[src/rtl/snd_pkg.sv]
`timescale 1ns/1ps
`default_nettype none
// ============================================================================
//  Module      : snd_pkg
//  Description : Shared constants and FSM state type for the DAC serialiser.
//  Revision    : 1.0  initial release
// ============================================================================
package snd_pkg;

    // Frame formats selectable through the MODE parameter
    localparam int MODE_FLOAT    = 0;
    localparam int MODE_LINEAR   = 1;

    // The YM3014 floating-point word is always 16 bits on the wire
    localparam int FLOAT_FRAME_W = 16;

    typedef enum logic [1:0] {
        ST_IDLE  = 2'd0,
        ST_SHIFT = 2'd1,
        ST_DONE  = 2'd2
    } state_t;

endpackage
`default_nettype wire

[src/rtl/ym_float_enc.sv]
`timescale 1ns/1ps
`default_nettype none
// ============================================================================
//  Module      : ym_float_enc
//  Description : Combinational YM3014 floating-point encoder. Normalises a
//                16-bit signed value by up to six sign-bit positions and
//                returns the 10-bit mantissa and 3-bit exponent.
//  Revision    : 1.0  initial release
// ============================================================================
module ym_float_enc
    import snd_pkg::*;
(
    input  logic [FLOAT_FRAME_W-1:0] iS,
    output logic [9:0]               oM,
    output logic [2:0]               oE
);

    logic [2:0]               w_k;
    logic                     w_run;
    logic [FLOAT_FRAME_W-1:0] w_sh;

    // Count leading copies of the sign bit in s[14:9], then normalise
    always_comb begin
        w_k   = 3'd0;
        w_run = 1'b1;
        for (int i = 14; i >= 9; i--) begin
            if (w_run && (iS[i] == iS[15])) begin
                w_k = w_k + 3'd1;
            end else begin
                w_run = 1'b0;
            end
        end
        w_sh = iS << w_k;
        oM   = w_sh[15:6];
        oE   = 3'd7 - w_k;
    end

endmodule
`default_nettype wire

[src/rtl/snd_dac_tx.sv]
`timescale 1ns/1ps
`default_nettype none
// ============================================================================
//  Module      : snd_dac_tx
//  Description : Serialises a multi-channel sample set to a serial DAC,
//                either as YM3014 floating-point frames or as linear
//                MSB-first words, paced by an external clock enable.
//  Revision    : 1.0  initial release
// ============================================================================
module snd_dac_tx
    import snd_pkg::*;
#(
    parameter int CHANNELS = 2,
    parameter int SAMPLE_W = 16,
    parameter int MODE     = 0,
    parameter int CLKDIV   = 2
) (
    input  logic                         iClk,
    input  logic                         iRstN,
    input  logic                         iClkEn,
    input  logic [CHANNELS*SAMPLE_W-1:0] iSample,
    input  logic                         iValid,
    output logic                         oReady,
    output logic                         oBusy,
    output logic                         oDacClk,
    output logic                         oDacSd,
    output logic                         oDacLoad
);

    localparam int FRAME_W = (MODE == MODE_FLOAT) ? FLOAT_FRAME_W : SAMPLE_W;
    localparam int BIT_W   = $clog2(FRAME_W);
    localparam int CH_W    = $clog2(CHANNELS + 1);
    localparam int TICK_W  = $clog2(2 * CLKDIV);

    localparam logic [BIT_W-1:0]  c_BIT_LAST  = BIT_W'(FRAME_W - 1);
    localparam logic [CH_W-1:0]   c_CH_END    = CH_W'(CHANNELS);
    localparam logic [TICK_W-1:0] c_TICK_HI   = TICK_W'(CLKDIV);
    localparam logic [TICK_W-1:0] c_TICK_LAST = TICK_W'(2 * CLKDIV - 1);

    state_t                       state_q;
    logic [CHANNELS*SAMPLE_W-1:0] sample_q;
    logic [FRAME_W-1:0]           sr_q;
    logic [BIT_W-1:0]             bit_q;
    logic [CH_W-1:0]              ch_q;
    logic [TICK_W-1:0]            tick_q;
    logic                         ready_q;
    logic                         busy_q;
    logic                         dclk_q;
    logic                         sd_q;
    logic                         load_q;

    logic [SAMPLE_W-1:0]          w_chan;
    logic [FRAME_W-1:0]           w_word;

    // Pick the latched sample of the channel currently being sent
    always_comb begin
        w_chan = '0;
        for (int i = 0; i < CHANNELS; i++) begin
            if (ch_q == CH_W'(i)) begin
                w_chan = sample_q[i*SAMPLE_W +: SAMPLE_W];
            end
        end
    end

    // Wire word for the selected channel, arranged so bit 0 goes out first
    generate
        if (MODE == MODE_FLOAT) begin : g_float
            logic [FLOAT_FRAME_W-1:0] w_top;
            logic [9:0]               w_m;
            logic [2:0]               w_e;

            if (SAMPLE_W >= FLOAT_FRAME_W) begin : g_trunc
                assign w_top = w_chan[SAMPLE_W-1 -: FLOAT_FRAME_W];
            end else begin : g_pad
                assign w_top = {w_chan, {(FLOAT_FRAME_W-SAMPLE_W){1'b0}}};
            end

            ym_float_enc u_enc (
                .iS (w_top),
                .oM (w_m),
                .oE (w_e)
            );

            assign w_word = {w_e, w_m, 3'b000};
        end else begin : g_linear
            // Bit-reverse so the sample MSB lands in the first-out position
            always_comb begin
                for (int i = 0; i < FRAME_W; i++) begin
                    w_word[i] = w_chan[FRAME_W-1-i];
                end
            end
        end
    endgenerate

    // Handshake, bit/tick sequencing and registered DAC pins
    always_ff @(posedge iClk or negedge iRstN) begin
        if (!iRstN) begin
            state_q  <= ST_IDLE;
            sample_q <= '0;
            sr_q     <= '0;
            bit_q    <= '0;
            ch_q     <= '0;
            tick_q   <= '0;
            ready_q  <= 1'b1;
            busy_q   <= 1'b0;
            dclk_q   <= 1'b0;
            sd_q     <= 1'b0;
            load_q   <= 1'b0;
        end else begin
            case (state_q)
                ST_IDLE: begin
                    if (iValid && ready_q) begin
                        sample_q <= iSample;
                        bit_q    <= '0;
                        ch_q     <= '0;
                        tick_q   <= '0;
                        ready_q  <= 1'b0;
                        busy_q   <= 1'b1;
                        state_q  <= ST_SHIFT;
                    end
                end
                ST_SHIFT: begin
                    if (iClkEn) begin
                        if (tick_q == '0) begin
                            // Tick 0 ends the previous bit's high phase and
                            // starts the next bit, or closes the frame
                            if (ch_q == c_CH_END) begin
                                dclk_q  <= 1'b0;
                                sd_q    <= 1'b0;
                                load_q  <= 1'b0;
                                state_q <= ST_DONE;
                            end else begin
                                dclk_q <= 1'b0;
                                load_q <= (bit_q == c_BIT_LAST);
                                if (bit_q == '0) begin
                                    sd_q <= w_word[0];
                                    sr_q <= w_word >> 1;
                                end else begin
                                    sd_q <= sr_q[0];
                                    sr_q <= sr_q >> 1;
                                end
                                tick_q <= TICK_W'(1);
                            end
                        end else begin
                            if (tick_q == c_TICK_HI) begin
                                dclk_q <= 1'b1;
                            end
                            if (tick_q == c_TICK_LAST) begin
                                tick_q <= '0;
                                if (bit_q == c_BIT_LAST) begin
                                    bit_q <= '0;
                                    ch_q  <= ch_q + CH_W'(1);
                                end else begin
                                    bit_q <= bit_q + BIT_W'(1);
                                end
                            end else begin
                                tick_q <= tick_q + TICK_W'(1);
                            end
                        end
                    end
                end
                ST_DONE: begin
                    ready_q <= 1'b1;
                    busy_q  <= 1'b0;
                    state_q <= ST_IDLE;
                end
                default: begin
                    ready_q <= 1'b1;
                    busy_q  <= 1'b0;
                    state_q <= ST_IDLE;
                end
            endcase
        end
    end

    assign oReady   = ready_q;
    assign oBusy    = busy_q;
    assign oDacClk  = dclk_q;
    assign oDacSd   = sd_q;
    assign oDacLoad = load_q;

endmodule
`default_nettype wire
[config.mk]
export PLATFORM = sky130hd
export DESIGN_NAME = snd_dac_tx
export DESIGN_NICKNAME = d
export VERILOG_FILES = /design/src/rtl/snd_pkg.sv /design/src/rtl/ym_float_enc.sv /design/src/rtl/snd_dac_tx.sv
export SDC_FILE = /design/constraint.sdc
export NUM_CORES = 1
export LEC_CHECK = 0
export BUFFER_PORTS_ARGS = -buffer_cell sky130_fd_sc_hd__buf_2
export CAP_MARGIN = 20
export CORE_MARGIN = 5
export CORE_UTILIZATION = 53
export CTS_CLUSTER_SIZE = 10
export DETAILED_ROUTE_END_ITERATION = 8
export PLACE_DENSITY = 0.73
export REMOVE_ABC_BUFFERS = 1
export SYNTH_ARGS = -nofsm -noshare
export SYNTH_HDL_FRONTEND = slang
export SYNTH_SLANG_ARGS = --single-unit
[constraint.sdc]
create_clock -name iClk -period 8.6 [get_ports iClk]
set_clock_uncertainty 0.15 [all_clocks]
set_input_delay 0.43 -clock iClk [delete_from_list [all_inputs] [get_ports iClk]]
set_output_delay 0.43 -clock iClk [all_outputs]
set_load 0.05 [all_outputs]
==> impl_table.tex, run 1 <==
\begin{tabular}{lr}
\hline
Metric & Value \\
\hline
\multicolumn{2}{l}{\textbf{Synthesis}} \\
\quad Area of the mapped netlist & around 0.0038 sq mm \\
\quad Number of distinct standard cells referenced by the synthesized netlist & 66 \\
\quad Number of flops mapped to enable cells by yosys & 0 \\
\quad Synth Flop Type & sky130\_fd\_sc\_hd\_\_dfrtp\_1 \\
\quad Portion of the post-synthesis area used by sequential elements & 0.407 \\
\quad Number of instances in the synthesized netlist & around 400 \\
\quad Number of synthesized register bits & slightly above 60 \\
\quad YS warnings & 0 \\
\quad Largest area contributor in the synthesized netlist & sky130\_fd\_sc\_hd\_\_dfrtp\_1 \\
\quad Leading cell type by number of instances after synthesis & sky130\_fd\_sc\_hd\_\_dfrtp\_1 \\
\quad Proportion of synthesized flip-flops having asynchronous set or reset & 1.00 \\
\quad Largest cells by area after synthesis & sky130\_fd\_sc\_hd\_\_dfrtp\_1 (40\%), sky130\_fd\_sc\_hd\_\_mux2\_2 (9.5\%), sky130\_fd\_sc\_hd\_\_mux2i\_1 (5.8\%) \\
\quad Most frequent cells after synthesis & sky130\_fd\_sc\_hd\_\_dfrtp\_1 (61), sky130\_fd\_sc\_hd\_\_nand2\_1 (50), sky130\_fd\_sc\_hd\_\_mux2\_2 (32) \\
\quad Syn\_area\_per\_cell & 9.77 sq um \\
\quad Area share of the largest cell type after synthesis & 0.401 \\
\multicolumn{2}{l}{\textbf{Critical path}} \\
\quad Nature of the critical path endpoint & flop \\
\quad Data required time of the worst path & 8.71 ns \\
\quad Worst Setup Path Type & flop to flop \\
\quad Maximum fanout encountered on the critical timing path & 23 \\
\quad Worst R2R Path Depth & 23 \\
\quad Crit path launch type & flop \\
\quad Endpoint arrival time on the critical path & 5.82 ns \\
\multicolumn{2}{l}{\textbf{Clock network}} \\
\quad Clk sink count & 62 \\
\quad Setup bufs post-CTS & 0 \\
\quad Count of H-tree levels built during CTS & 3 \\
\quad Clock-pin slew on the worst setup and hold paths & 0.08 ns \\
\quad Post-cts sizing count & 0 \\
\quad CTS tree & built \\
\quad Total CTS buffers & 9 \\
\quad Cell at the root of the clock tree & sky130\_fd\_sc\_hd\_\_clkbuf\_8 \\
\quad Number of hold-repair buffers added at the cts stage & 0 \\
\quad Clock latency of the later-clocked register in the worst-skew pair & approximately 0.35 ns \\
\quad Worst-case clock buffer depth & 2 \\
\multicolumn{2}{l}{\textbf{Min path}} \\
\quad Class of the worst hold path & input pin to async pin \\
\multicolumn{2}{l}{\textbf{Route}} \\
\quad DRC violation count after routing & 0 \\
\quad Violation count after the first detailed-route iteration & 230 \\
\quad Number of detailed-routing iterations run before antenna repair & 4 \\
\quad Detailed-route via count & between 2,000 and 3,000 \\
\quad Wire per inst & around 16 um \\
\quad Routed wire length & 8.19 mm \\
\quad Final antenna-violating net count & 0 \\
\quad DR vias/cell & 5.68 \\
\multicolumn{2}{l}{\textbf{Placement}} \\
\quad GP Congestion & 0.870 \\
\quad Dpl hpwl & approximately 5.6 mm \\
\quad Buffers on Ports & 40 \\
\quad Post-placement cell area & 0.00404 sq mm \\
\multicolumn{2}{l}{\textbf{Timing}} \\
\quad Fin crit period & approximately 5.7 ns \\
\quad Sum of negative setup slack & 0 ns \\
\quad Number of endpoints failing setup at the final stage & 0 \\
\quad Relative max-transition margin & 0.399 \\
\quad Fmax achieved & 175 MHz \\
\quad Final worst-path cycle share & 0.663 \\
\quad Unrepaired setup endpoints after global routing & false \\
\quad Pins over their slew limit & 0 \\
\quad Pin slew with the least headroom to its limit & 0.902 ns \\
\quad Hold Violations, Final & 0 \\
\multicolumn{2}{l}{\textbf{Die}} \\
\quad Number of top-level pins & 41 \\
\quad Cell row count & 31 \\
\quad Effective utilization at floorplan & 0.534 \\
\quad Core Box Area & 0.00714 sq mm \\
\quad Chip width & 94.8 um \\
\quad Floorplan die height & 94.8 um \\
\quad Die ar. & about 0.009 sq mm \\
\multicolumn{2}{l}{\textbf{Global routing}} \\
\quad Vias in the first global route & 3,005 \\
\quad Global routing usage on met1 & 0.263 \\
\quad All-layer global routing usage & 0.198 \\
\quad Maximum number of pins on one net before global-route repair & 63 \\
\quad Most Used Layer, Global Route & met2 \\
\quad Met2 track demand over resource & 0.319 \\
\quad First-pass GRT wire length & 14.0 mm \\
\quad Gr ovfl total & 0 \\
\quad Met3 demand-to-capacity share in global routing & 0.0486 \\
\quad Number of antenna violations at the first check in global routing & 0 \\
\multicolumn{2}{l}{\textbf{Final layout}} \\
\quad Cell area after layout & $\sim$0.0043 sq mm \\
\quad Layout Nets & 471 \\
\quad Fraction of layout instances using a drive strength above 1 & 0.269 \\
\quad Layout area overhead & 11.6\% \\
\quad Footprint of the multi-input gates & 0.00210 sq mm \\
\quad Number of filler cells placed in the layout & approximately 660 \\
\quad Number of antenna diodes & 0 \\
\quad FF/Latch Area & 0.00155 sq mm \\
\multicolumn{2}{l}{\textbf{Run}} \\
\quad Number of maximum-capacitance violations & 0 \\
\multicolumn{2}{l}{\textbf{Run status}} \\
\quad Result of the run & complete, no violations \\
\hline
\end{tabular}
-- critical path, cell delays in order, from the launching register on --
cell                       delay (ns)
sky130_fd_sc_hd__dfrtp_1         0.39
sky130_fd_sc_hd__inv_1           0.12
sky130_fd_sc_hd__ha_1            0.76
sky130_fd_sc_hd__nand2_2         0.16
sky130_fd_sc_hd__o21ai_4         0.29
sky130_fd_sc_hd__or2_1           0.21
sky130_fd_sc_hd__a21oi_1         0.05
sky130_fd_sc_hd__o21bai_1        0.19
sky130_fd_sc_hd__ha_1            0.28
sky130_fd_sc_hd__o221ai_1        0.21
sky130_fd_sc_hd__inv_1           0.08
sky130_fd_sc_hd__ha_1            0.28
sky130_fd_sc_hd__inv_1           0.04
sky130_fd_sc_hd__mux2i_1         0.20
sky130_fd_sc_hd__ha_1            0.20
sky130_fd_sc_hd__nor2b_1         0.18
sky130_fd_sc_hd__a32o_1          0.15
sky130_fd_sc_hd__nand2b_1        0.07
sky130_fd_sc_hd__a31o_2          0.22
sky130_fd_sc_hd__a21oi_4         0.49
sky130_fd_sc_hd__mux2_1          0.38
sky130_fd_sc_hd__mux2i_1         0.24
sky130_fd_sc_hd__mux2i_1         0.13
sky130_fd_sc_hd__o21ai_1         0.12
-- logic make-up (layout without fill, tap and decap cells) --
logic type / after synthesis / after routing / share of synthesized area
multiplexers: 60 / 60 / 0.176
buffers and inverters: 32 / 70 / 0.0430
AO/OA/AOI/OAI: 98 / 98 / 0.174
flip-flops: 62 / 62 / 0.407
adder cells (fa/ha/maj): 11 / 11 / 0.0361
AND/OR/NAND/NOR: 125 / 125 / 0.159
XOR/XNOR: 2 / 2 / 0.00460
-- final cells by class --
cell class                      count  share of cell area
Clock buffer                       12              0.0388
Clock inverter                      3              0.0100
Inverter                           12              0.0106
Multi-Input combinational cell    296               0.494
Sequential cell                    62               0.365
Tap cell                           99              0.0291
Timing Repair Buffer               43              0.0524
-- sequential cells by signal, summed over array words and instances (netlist names) --
signal,cells
ch_q,2
oDacLoad,1
oReady,1
state_q,2
tick_q,2
oBusy,1
oDacClk,1
bit_q,4
oDacSd,1
sample_q,32
sr_q,15
-- cells in the final DEF, fill, tap and decap left out, types with 2 or more instances in the layout --
cell                       count
sky130_fd_sc_hd__a21o_1        3
sky130_fd_sc_hd__a21oi_1      26
sky130_fd_sc_hd__a22oi_1       2
sky130_fd_sc_hd__a31oi_1       2
sky130_fd_sc_hd__a32o_1        2
sky130_fd_sc_hd__and2_1        3
sky130_fd_sc_hd__and3_1        5
sky130_fd_sc_hd__buf_2        40
sky130_fd_sc_hd__buf_4         3
sky130_fd_sc_hd__clkbuf_8     12
sky130_fd_sc_hd__dfrtp_1      61
sky130_fd_sc_hd__ha_1         11
sky130_fd_sc_hd__inv_1        12
sky130_fd_sc_hd__mux2_1        2
sky130_fd_sc_hd__mux2_2       32
sky130_fd_sc_hd__mux2_4        3
sky130_fd_sc_hd__mux2i_1      22
sky130_fd_sc_hd__nand2_1      50
sky130_fd_sc_hd__nand2_2       4
sky130_fd_sc_hd__nand2b_1      2
sky130_fd_sc_hd__nand3_1      19
sky130_fd_sc_hd__nand3b_1      4
sky130_fd_sc_hd__nand4_1       2
sky130_fd_sc_hd__nor2_1       21
sky130_fd_sc_hd__nor2b_1       4
sky130_fd_sc_hd__nor3_2        2
sky130_fd_sc_hd__o211ai_1      2
sky130_fd_sc_hd__o21a_1        6
sky130_fd_sc_hd__o21ai_0      19
sky130_fd_sc_hd__o21ai_1      12
sky130_fd_sc_hd__o22ai_1       2
sky130_fd_sc_hd__o31ai_1       4
sky130_fd_sc_hd__xor2_1        2
-- routing by layer --
metal  vias to the layer above  wire length, um
met3                         9              235
met2                        45             3940
met5                         -                0
met1                      1468             3910
li1                       1471                -
met4                         0              106
-- final timing paths --
check / to / from / slack, ns
max reg2reg: sr_q[4] / ch_q[0] / 2.90
min in group iClk: sample_q[15] / iSample[15] / 0.15
max in group asynchronous: sample_q[0] / iRstN / 7.68
max: sr_q[4] / ch_q[0] / 2.90
min reg2reg: sr_q[0] / sr_q[0] / 0.32
min: sample_q[31] / iRstN / 0.08
-- stage by stage --
step | hold WS, ns | utilization | setup slack [ns] | cells
6_report | 0.0781 | 0.596 | 2.90 | 527
5_1_grt | 0.147 | 0.596 | 2.48 | 527
4_1_cts | 0.110 | 0.596 | 2.98 | 527
3_5_place_dp | 0.306 | 0.567 | 2.98 | 512
3_3_place_gp | 0.300 | 0.567 | 3.33 | 512
2_1_floorplan | -0.0156 | - | 3.38 | 370
Power of run 1 is left out: the tool's default activity adds up to more than one toggle a clock period on the data nets, which glitch-free logic cannot reach.
==> run 2: changes to the inputs <==
--- a/config.mk
+++ b/config.mk
@@ -11,7 +11,7 @@
 export CORE_UTILIZATION = 53
 export CTS_CLUSTER_SIZE = 10
 export DETAILED_ROUTE_END_ITERATION = 8
-export PLACE_DENSITY = 0.73
+export PLACE_DENSITY = 0.76
 export REMOVE_ABC_BUFFERS = 1
 export SYNTH_ARGS = -nofsm -noshare
 export SYNTH_HDL_FRONTEND = slang
==> constraint.sdc (replaced) <==
create_clock -name iClk -period 4.7 [get_ports iClk]
set_clock_uncertainty 0.15 [all_clocks]
set_input_delay 0.235 -clock iClk [delete_from_list [all_inputs] [get_ports iClk]]
set_output_delay 0.235 -clock iClk [all_outputs]
set_load 0.05 [all_outputs]
==> impl_table.tex, run 2 (synthesis gave the netlist of run 1 again) <==
\begin{tabular}{lr}
\hline
Metric & Value \\
\hline
\multicolumn{2}{l}{\textbf{Die}} \\
\quad Core Box Area & 0.00714 sq mm (unchanged) \\
\quad Floorplan die height & 94.8 um (unchanged) \\
\quad Cell row count & 31 (unchanged) \\
\quad Number of top-level pins & 41 (unchanged) \\
\quad Die ar. & 0.00899 sq mm (unchanged) \\
\quad Effective utilization at floorplan & 0.534 (unchanged) \\
\quad Chip width & 94.8 um (unchanged) \\
\multicolumn{2}{l}{\textbf{Critical path}} \\
\quad Nature of the critical path endpoint & flop \\
\quad Crit path launch type & flop \\
\quad Data required time of the worst path & 4.80 ns (-3.91 ns) \\
\quad Worst Setup Path Type & flop to flop \\
\quad Endpoint arrival time on the critical path & 4.68 ns (-1.14 ns) \\
\quad Maximum fanout encountered on the critical timing path & 8 (-65\%) \\
\multicolumn{2}{l}{\textbf{Final layout}} \\
\quad Layout area overhead & 30.3\% \\
\quad Layout Nets & 529 (+12\%) \\
\quad Most frequent standard cell in the layout excluding fill and tap cells & sky130\_fd\_sc\_hd\_\_dfrtp\_1 \\
\quad Most used cells in the layout excluding fill and tap cells & sky130\_fd\_sc\_hd\_\_dfrtp\_1 (61), sky130\_fd\_sc\_hd\_\_nand2\_1 (49), sky130\_fd\_sc\_hd\_\_buf\_2 (40) \\
\quad Fraction of layout instances using a drive strength above 1 & 0.333 (+0.0640) \\
\quad Largest register by flop count & sample\_q \\
\quad Number of antenna diodes & 0 (unchanged) \\
\quad Biggest registers after layout & sample\_q: 32 flops, sr\_q: 15 flops, bit\_q: 4 flops \\
\quad Number of flip-flops in the largest register & 32 (unchanged) \\
\multicolumn{2}{l}{\textbf{Timing}} \\
\quad Fmax achieved & 218 MHz (+25\%) \\
\quad Sum of negative setup slack & 0 ns (unchanged) \\
\quad Pin slew with the least headroom to its limit & 0.783 ns (-0.119 ns) \\
\quad Relative max-transition margin & 0.478 (+0.0792) \\
\quad Hold Violations, Final & 0 (unchanged) \\
\quad Fin crit period & 4.58 ns (-1.13 ns) \\
\quad Pins over their slew limit & 0 (unchanged) \\
\quad Final worst-path cycle share & 0.974 (+0.311) \\
\quad Number of endpoints failing setup at the final stage & 0 (unchanged) \\
\multicolumn{2}{l}{\textbf{Route}} \\
\quad Violation count after the first detailed-route iteration & 228 (-0.87\%) \\
\quad DR vias/cell & 5.70 (+0.39\%) \\
\quad Detailed-route via count & 3,341 (+12\%) \\
\quad DRC violation count after routing & 0 (unchanged) \\
\quad Final antenna-violating net count & 0 (unchanged) \\
\quad Routed wire length & 9.31 mm (+14\%) \\
\quad Wire per inst & 15.9 um (+2.2\%) \\
\quad Number of detailed-routing iterations run before antenna repair & 4 (unchanged) \\
\multicolumn{2}{l}{\textbf{Global routing}} \\
\quad Vias in the first global route & 3,227 (+7.4\%) \\
\quad All-layer global routing usage & 0.215 (+0.0177) \\
\quad Maximum number of pins on one net before global-route repair & 63 (unchanged) \\
\quad Number of antenna violations at the first check in global routing & 0 (unchanged) \\
\quad First-pass GRT wire length & 15.0 mm (+7.6\%) \\
\quad Gr ovfl total & 0 (unchanged) \\
\multicolumn{2}{l}{\textbf{Clock network}} \\
\quad CTS tree & built \\
\quad Clock-pin slew on the worst setup and hold paths & 0.07 ns (about the same) \\
\quad Clk sink count & 62 (unchanged) \\
\quad Clock latency of the later-clocked register in the worst-skew pair & 0.35 ns (about the same) \\
\quad Cell at the root of the clock tree & sky130\_fd\_sc\_hd\_\_clkbuf\_8 \\
\quad Count of H-tree levels built during CTS & 3 (unchanged) \\
\quad Worst-case clock buffer depth & 2 (unchanged) \\
\quad Total CTS buffers & 9 (unchanged) \\
\multicolumn{2}{l}{\textbf{Placement}} \\
\quad Dpl hpwl & 5.85 mm (+3.7\%) \\
\quad Buffers on Ports & 40 (unchanged) \\
\quad GP Congestion & 0.955 (+9.8\%) \\
\multicolumn{2}{l}{\textbf{Run}} \\
\quad Number of maximum-capacitance violations & 0 (unchanged) \\
\multicolumn{2}{l}{\textbf{Run status}} \\
\quad Result of the run & complete, no violations \\
\multicolumn{2}{l}{\textbf{Min path}} \\
\quad Class of the worst hold path & input pin to flop \\
\hline
\end{tabular}
## run 2: cell count changes in the layout (fill, tap and decap cells not counted), moves of 4 or more
cell | before | now
sky130_fd_sc_hd__inv_2 | 0 | 4
sky130_fd_sc_hd__mux2i_1 | 22 | 17
sky130_fd_sc_hd__dlygate4sd3_1 | 0 | 33
sky130_fd_sc_hd__inv_1 | 12 | 8
sky130_fd_sc_hd__buf_4 | 3 | 23
sky130_fd_sc_hd__ha_4 | 0 | 4
sky130_fd_sc_hd__ha_1 | 11 | 6
## run 2: layer usage
layer,part of all wire,GRT usage,vias up
met5,0,0,-
met4,0.027,0.0721,0
met3,0.046,0.0550,27
met2,0.51,0.366,91
met1,0.41,0.266,1637
li1,-,-,1586
## run 2: cell type report
cell class | count | area, sq um
tap | 99 | 124
multi-input combinational | 296 | 2250
timing repair buffer | 101 | 803
inverter | 12 | 45.0
sequential | 62 | 1550
clock buffer | 13 | 169
clock inverter | 3 | 17.5
fill | 539 | 2170
## run 2: worst paths after layout
| check | from | end | slack, ns | cells past startpoint |
|---|---|---|---|---|
| max | ch_q[1] | sr_q[2] | 0.12 | 25 |
| min | iClkEn | state_q[1] | 0.03 | 3 |
| max reg2reg | ch_q[1] | sr_q[2] | 0.12 | 25 |
| min reg2reg | oDacSd | oDacSd | 0.32 | 2 |
| max in group asynchronous | iRstN | oDacLoad | 3.44 | 3 |
| min in group asynchronous | iRstN | sample_q[27] | 0.41 | 3 |
## run 2: through the flow
step,hold WS (ns),setup slack [ns],util,cells,instance area (sq um)
6_report,0.0290,0.122,0.696,586,4960
5_1_grt,0.0522,-0.119,0.696,586,4960
4_1_cts,0.0150,0.0147,0.668,578,4770
3_5_place_dp,0.299,-0.0797,0.581,524,4150
3_3_place_gp,0.292,0.198,0.581,524,4150
2_1_floorplan,-0.211,-0.525,-,370,3690
## run 2: worst max-delay path, stage by stage (launching register included)
cell and delay, ns:
sky130_fd_sc_hd__dfrtp_1 0.36, sky130_fd_sc_hd__inv_2 0.08, sky130_fd_sc_hd__ha_4 0.19, sky130_fd_sc_hd__buf_12 0.14
sky130_fd_sc_hd__nand2_4 0.06, sky130_fd_sc_hd__o21ai_4 0.08, sky130_fd_sc_hd__or2_1 0.27, sky130_fd_sc_hd__a21oi_2 0.11
sky130_fd_sc_hd__o21bai_4 0.14, sky130_fd_sc_hd__ha_4 0.23, sky130_fd_sc_hd__o221ai_4 0.22, sky130_fd_sc_hd__inv_2 0.07
sky130_fd_sc_hd__ha_4 0.27, sky130_fd_sc_hd__inv_2 0.04, sky130_fd_sc_hd__mux2i_4 0.14, sky130_fd_sc_hd__ha_2 0.21
sky130_fd_sc_hd__nor2b_4 0.14, sky130_fd_sc_hd__a32o_1 0.15, sky130_fd_sc_hd__nand2b_1 0.08, sky130_fd_sc_hd__a31o_2 0.26
sky130_fd_sc_hd__a21oi_4 0.18, sky130_fd_sc_hd__buf_6 0.14, sky130_fd_sc_hd__mux2_4 0.31, sky130_fd_sc_hd__mux2i_4 0.15
sky130_fd_sc_hd__nor2_1 0.08, sky130_fd_sc_hd__o31ai_1 0.23
## run 2: timing repair
| action | CTS | global route |
|---|---|---|
| buffers inserted | 4 | 8 |
| cloned | 1 | 1 |
| pin swaps | 2 | 14 |
| hold buffers | 33 | 0 |
| resized for setup | 9 | 25 |
| endpoints found under the setup margin | 4 | 10 |
| hold endpoints to repair | 93 | 0 |
Power of run 2 is left out for the same reason.
==> run 3: changes to the inputs <==
--- a/config.mk
+++ b/config.mk
@@ -6,12 +6,10 @@
 export NUM_CORES = 1
 export LEC_CHECK = 0
 export BUFFER_PORTS_ARGS = -buffer_cell sky130_fd_sc_hd__buf_2
-export CAP_MARGIN = 20
 export CORE_MARGIN = 5
-export CORE_UTILIZATION = 53
+export CORE_UTILIZATION = 31
 export CTS_CLUSTER_SIZE = 10
 export DETAILED_ROUTE_END_ITERATION = 8
-export PLACE_DENSITY = 0.76
 export REMOVE_ABC_BUFFERS = 1
 export SYNTH_ARGS = -nofsm -noshare
 export SYNTH_HDL_FRONTEND = slang
==> impl_table.tex, run 3 (synthesis gave the netlist of run 1 again) <==
\begin{tabular}{lr}
\hline
Metric & Value \\
\hline
\multicolumn{2}{l}{\textbf{Timing}} \\
\quad Pins over their slew limit & 0 (unchanged) \\
\quad Relative max-transition margin & 0.471 (-0.00656) \\
\quad Final worst-path cycle share & 0.996 (+0.0215) \\
\quad Number of endpoints failing setup at the final stage & 0 (unchanged) \\
\quad Fin Hold WS & 0.0502 ns (+0.0212 ns) \\
\quad Sum of negative setup slack & 0 ns (unchanged) \\
\quad Hold Violations, Final & 0 (unchanged) \\
\quad Fmax achieved & 214 MHz (-2.2\%) \\
\quad Unrepaired setup endpoints after global routing & true \\
\quad Pin slew with the least headroom to its limit & 0.793 ns (+0.00984 ns) \\
\quad Fin crit period & 4.68 ns (+0.101 ns) \\
\multicolumn{2}{l}{\textbf{Die}} \\
\quad Core Box Area & 0.0120 sq mm (+68\%) \\
\quad Effective utilization at floorplan & 0.317 (-0.217) \\
\quad Die ar. & 0.0146 sq mm (+63\%) \\
\quad Number of top-level pins & 41 (unchanged) \\
\quad Floorplan die height & 121 um (+28\%) \\
\quad Chip width & 121 um (+28\%) \\
\quad Cell row count & 40 (+29\%) \\
\multicolumn{2}{l}{\textbf{Critical path}} \\
\quad Slowest-stage cell, CP & sky130\_fd\_sc\_hd\_\_dfrtp\_1 \\
\quad CP bufs+invs & 7 (+2) \\
\quad Nature of the critical path endpoint & flop \\
\quad Maximum fanout encountered on the critical timing path & 8 (unchanged) \\
\quad Top Family by Delay on Critical Path & compound AO/OA/AOI/OAI gates \\
\quad Endpoint arrival time on the critical path & 4.75 ns (+0.07 ns) \\
\quad Cell repeated most along the worst path & sky130\_fd\_sc\_hd\_\_ha\_4 \\
\quad Worst Setup Path Type & flop to flop \\
\quad Slowest cell delay on critical path & 0.40 ns (+0.04 ns) \\
\quad Data required time of the worst path & 4.77 ns (-0.03 ns) \\
\quad Reg-to-reg slack, setup & 0.02 ns (-0.10 ns) \\
\quad Crit path launch type & flop \\
\multicolumn{2}{l}{\textbf{Global routing}} \\
\quad Most Used Layer, Global Route & met2 \\
\quad Gr ovfl total & 0 (unchanged) \\
\quad Met3 demand-to-capacity share in global routing & 0.0331 (-0.0219) \\
\quad Number of antenna violations at the first check in global routing & 0 (unchanged) \\
\quad Global routing usage on met1 & 0.164 (-0.102) \\
\quad Met2 track demand over resource & 0.210 (-0.156) \\
\quad Maximum number of pins on one net before global-route repair & 63 (unchanged) \\
\quad All-layer global routing usage & 0.130 (-0.0854) \\
\quad First-pass GRT wire length & 15.4 mm (+2.5\%) \\
\quad Vias in the first global route & 3,311 (+2.6\%) \\
\multicolumn{2}{l}{\textbf{Clock network}} \\
\quad Clock latency of the later-clocked register in the worst-skew pair & 0.34 ns (about the same) \\
\quad Count of H-tree levels built during CTS & 3 (unchanged) \\
\quad Clock-pin slew on the worst setup and hold paths & 0.06 ns (about the same) \\
\quad CTS tree & built \\
\quad Clk sink count & 62 (unchanged) \\
\quad Total CTS buffers & 9 (unchanged) \\
\quad Cell at the root of the clock tree & sky130\_fd\_sc\_hd\_\_clkbuf\_16 \\
\quad Worst-case clock buffer depth & 2 (unchanged) \\
\multicolumn{2}{l}{\textbf{Final layout}} \\
\quad Largest register by flop count & sample\_q \\
\quad Biggest registers after layout & sample\_q: 32 flops, sr\_q: 15 flops, bit\_q: 4 flops \\
\quad Number of flip-flops in the largest register & 32 (unchanged) \\
\quad Most used cells in the layout excluding fill and tap cells & sky130\_fd\_sc\_hd\_\_dfrtp\_1 (61), sky130\_fd\_sc\_hd\_\_nand2\_1 (50), sky130\_fd\_sc\_hd\_\_buf\_2 (40) \\
\quad Fraction of layout instances using a drive strength above 1 & 0.342 (+0.00946) \\
\quad Utilization after layout & 0.432 (-0.264) \\
\quad Most frequent standard cell in the layout excluding fill and tap cells & sky130\_fd\_sc\_hd\_\_dfrtp\_1 \\
\quad Layout Nets & 536 (+1.3\%) \\
\quad Layout area overhead & 36.1\% \\
\quad Number of antenna diodes & 0 (unchanged) \\
\quad Cell area after layout & 0.00519 sq mm (+4.5\%) \\
\multicolumn{2}{l}{\textbf{Route}} \\
\quad Routed wire length & 9.25 mm (-0.57\%) \\
\quad Detailed-route via count & 3,254 (-2.6\%) \\
\quad Violation count after the first detailed-route iteration & 188 (-18\%) \\
\quad Final antenna-violating net count & 0 (unchanged) \\
\quad Number of detailed-routing iterations run before antenna repair & 4 (unchanged) \\
\quad Wire per inst & 14.4 um (-9.1\%) \\
\quad DRC violation count after routing & 0 (unchanged) \\
\quad DR vias/cell & 5.08 (-11\%) \\
\multicolumn{2}{l}{\textbf{Placement}} \\
\quad GP Congestion & 0.860 (-9.9\%) \\
\quad Dpl hpwl & 6.03 mm (+3.2\%) \\
\quad Buffers on Ports & 40 (unchanged) \\
\quad Post-placement cell area & 0.00420 sq mm (+1.4\%) \\
\multicolumn{2}{l}{\textbf{Run}} \\
\quad Number of maximum-capacitance violations & 0 (unchanged) \\
\multicolumn{2}{l}{\textbf{Min path}} \\
\quad Class of the worst hold path & input pin to flop \\
\multicolumn{2}{l}{\textbf{Run status}} \\
\quad Result of the run & complete, no violations \\
\hline
\end{tabular}
run 3: cell types whose count changed in the layout (fill, tap and decap cells not counted), moves of 2 or more:
cell,delta
sky130_fd_sc_hd__buf_4,+4
sky130_fd_sc_hd__buf_12,+2
sky130_fd_sc_hd__clkinvlp_4,+3
sky130_fd_sc_hd__clkbuf_16,+9
sky130_fd_sc_hd__clkbuf_8,-11
run 3: layout make-up:
class                           count  area [sq um]
Clock buffer                       11           243
Clock inverter                      5          35.0
Fill cell                        1169          6820
Inverter                           12          45.0
Multi-Input combinational cell    296          2250
Sequential cell                    62          1550
Tap cell                          147           184
Timing Repair Buffer              108           878
run 3: worst paths after layout:
check                             start     endpoint  cells past startpoint
worst max-delay path            ch_q[1]      sr_q[6]                     25
min in group asynchronous         iRstN  sample_q[2]                      3
worst min register to register  sr_q[0]      sr_q[0]                      2
worst min-delay path             iClkEn   state_q[1]                      3
worst max register to register  ch_q[1]      sr_q[6]                     25
max in group asynchronous         iRstN     sr_q[11]                      3
run 3: worst min-delay path, delay by kind of cell:
kind          cells  cell delay [ns]
buf+inv           1             0.13
simple gates      2             0.14
run 3: what timing repair did:
action	4_1_cts	5_1_grt
hold buffers	33	0
endpoints found under the setup margin	7	10
pin swaps	2	16
cloned	1	1
buffers inserted	0	21
endpoints found under the hold margin	93	0
gates resized for setup	9	24
run 3: metal layers:
layer | vias to the layer above | part of all wire | routed length, um
met4 | 0 | 0.022 | 204
met1 | 1574 | 0.45 | 4170
met3 | 17 | 0.039 | 357
li1 | 1602 | - | -
met2 | 61 | 0.49 | 4530
met5 | - | 0 | 0
run 3: per-stage QoR:
step / worst slack [ns] / cells
2_1_floorplan: -0.525 / 370
3_3_place_gp: 0.125 / 570
3_5_place_dp: -0.105 / 570
4_1_cts: 0.00485 / 620
5_1_grt: -0.143 / 641
6_report: 0.0209 / 641
Power of run 3 is left out for the same reason.
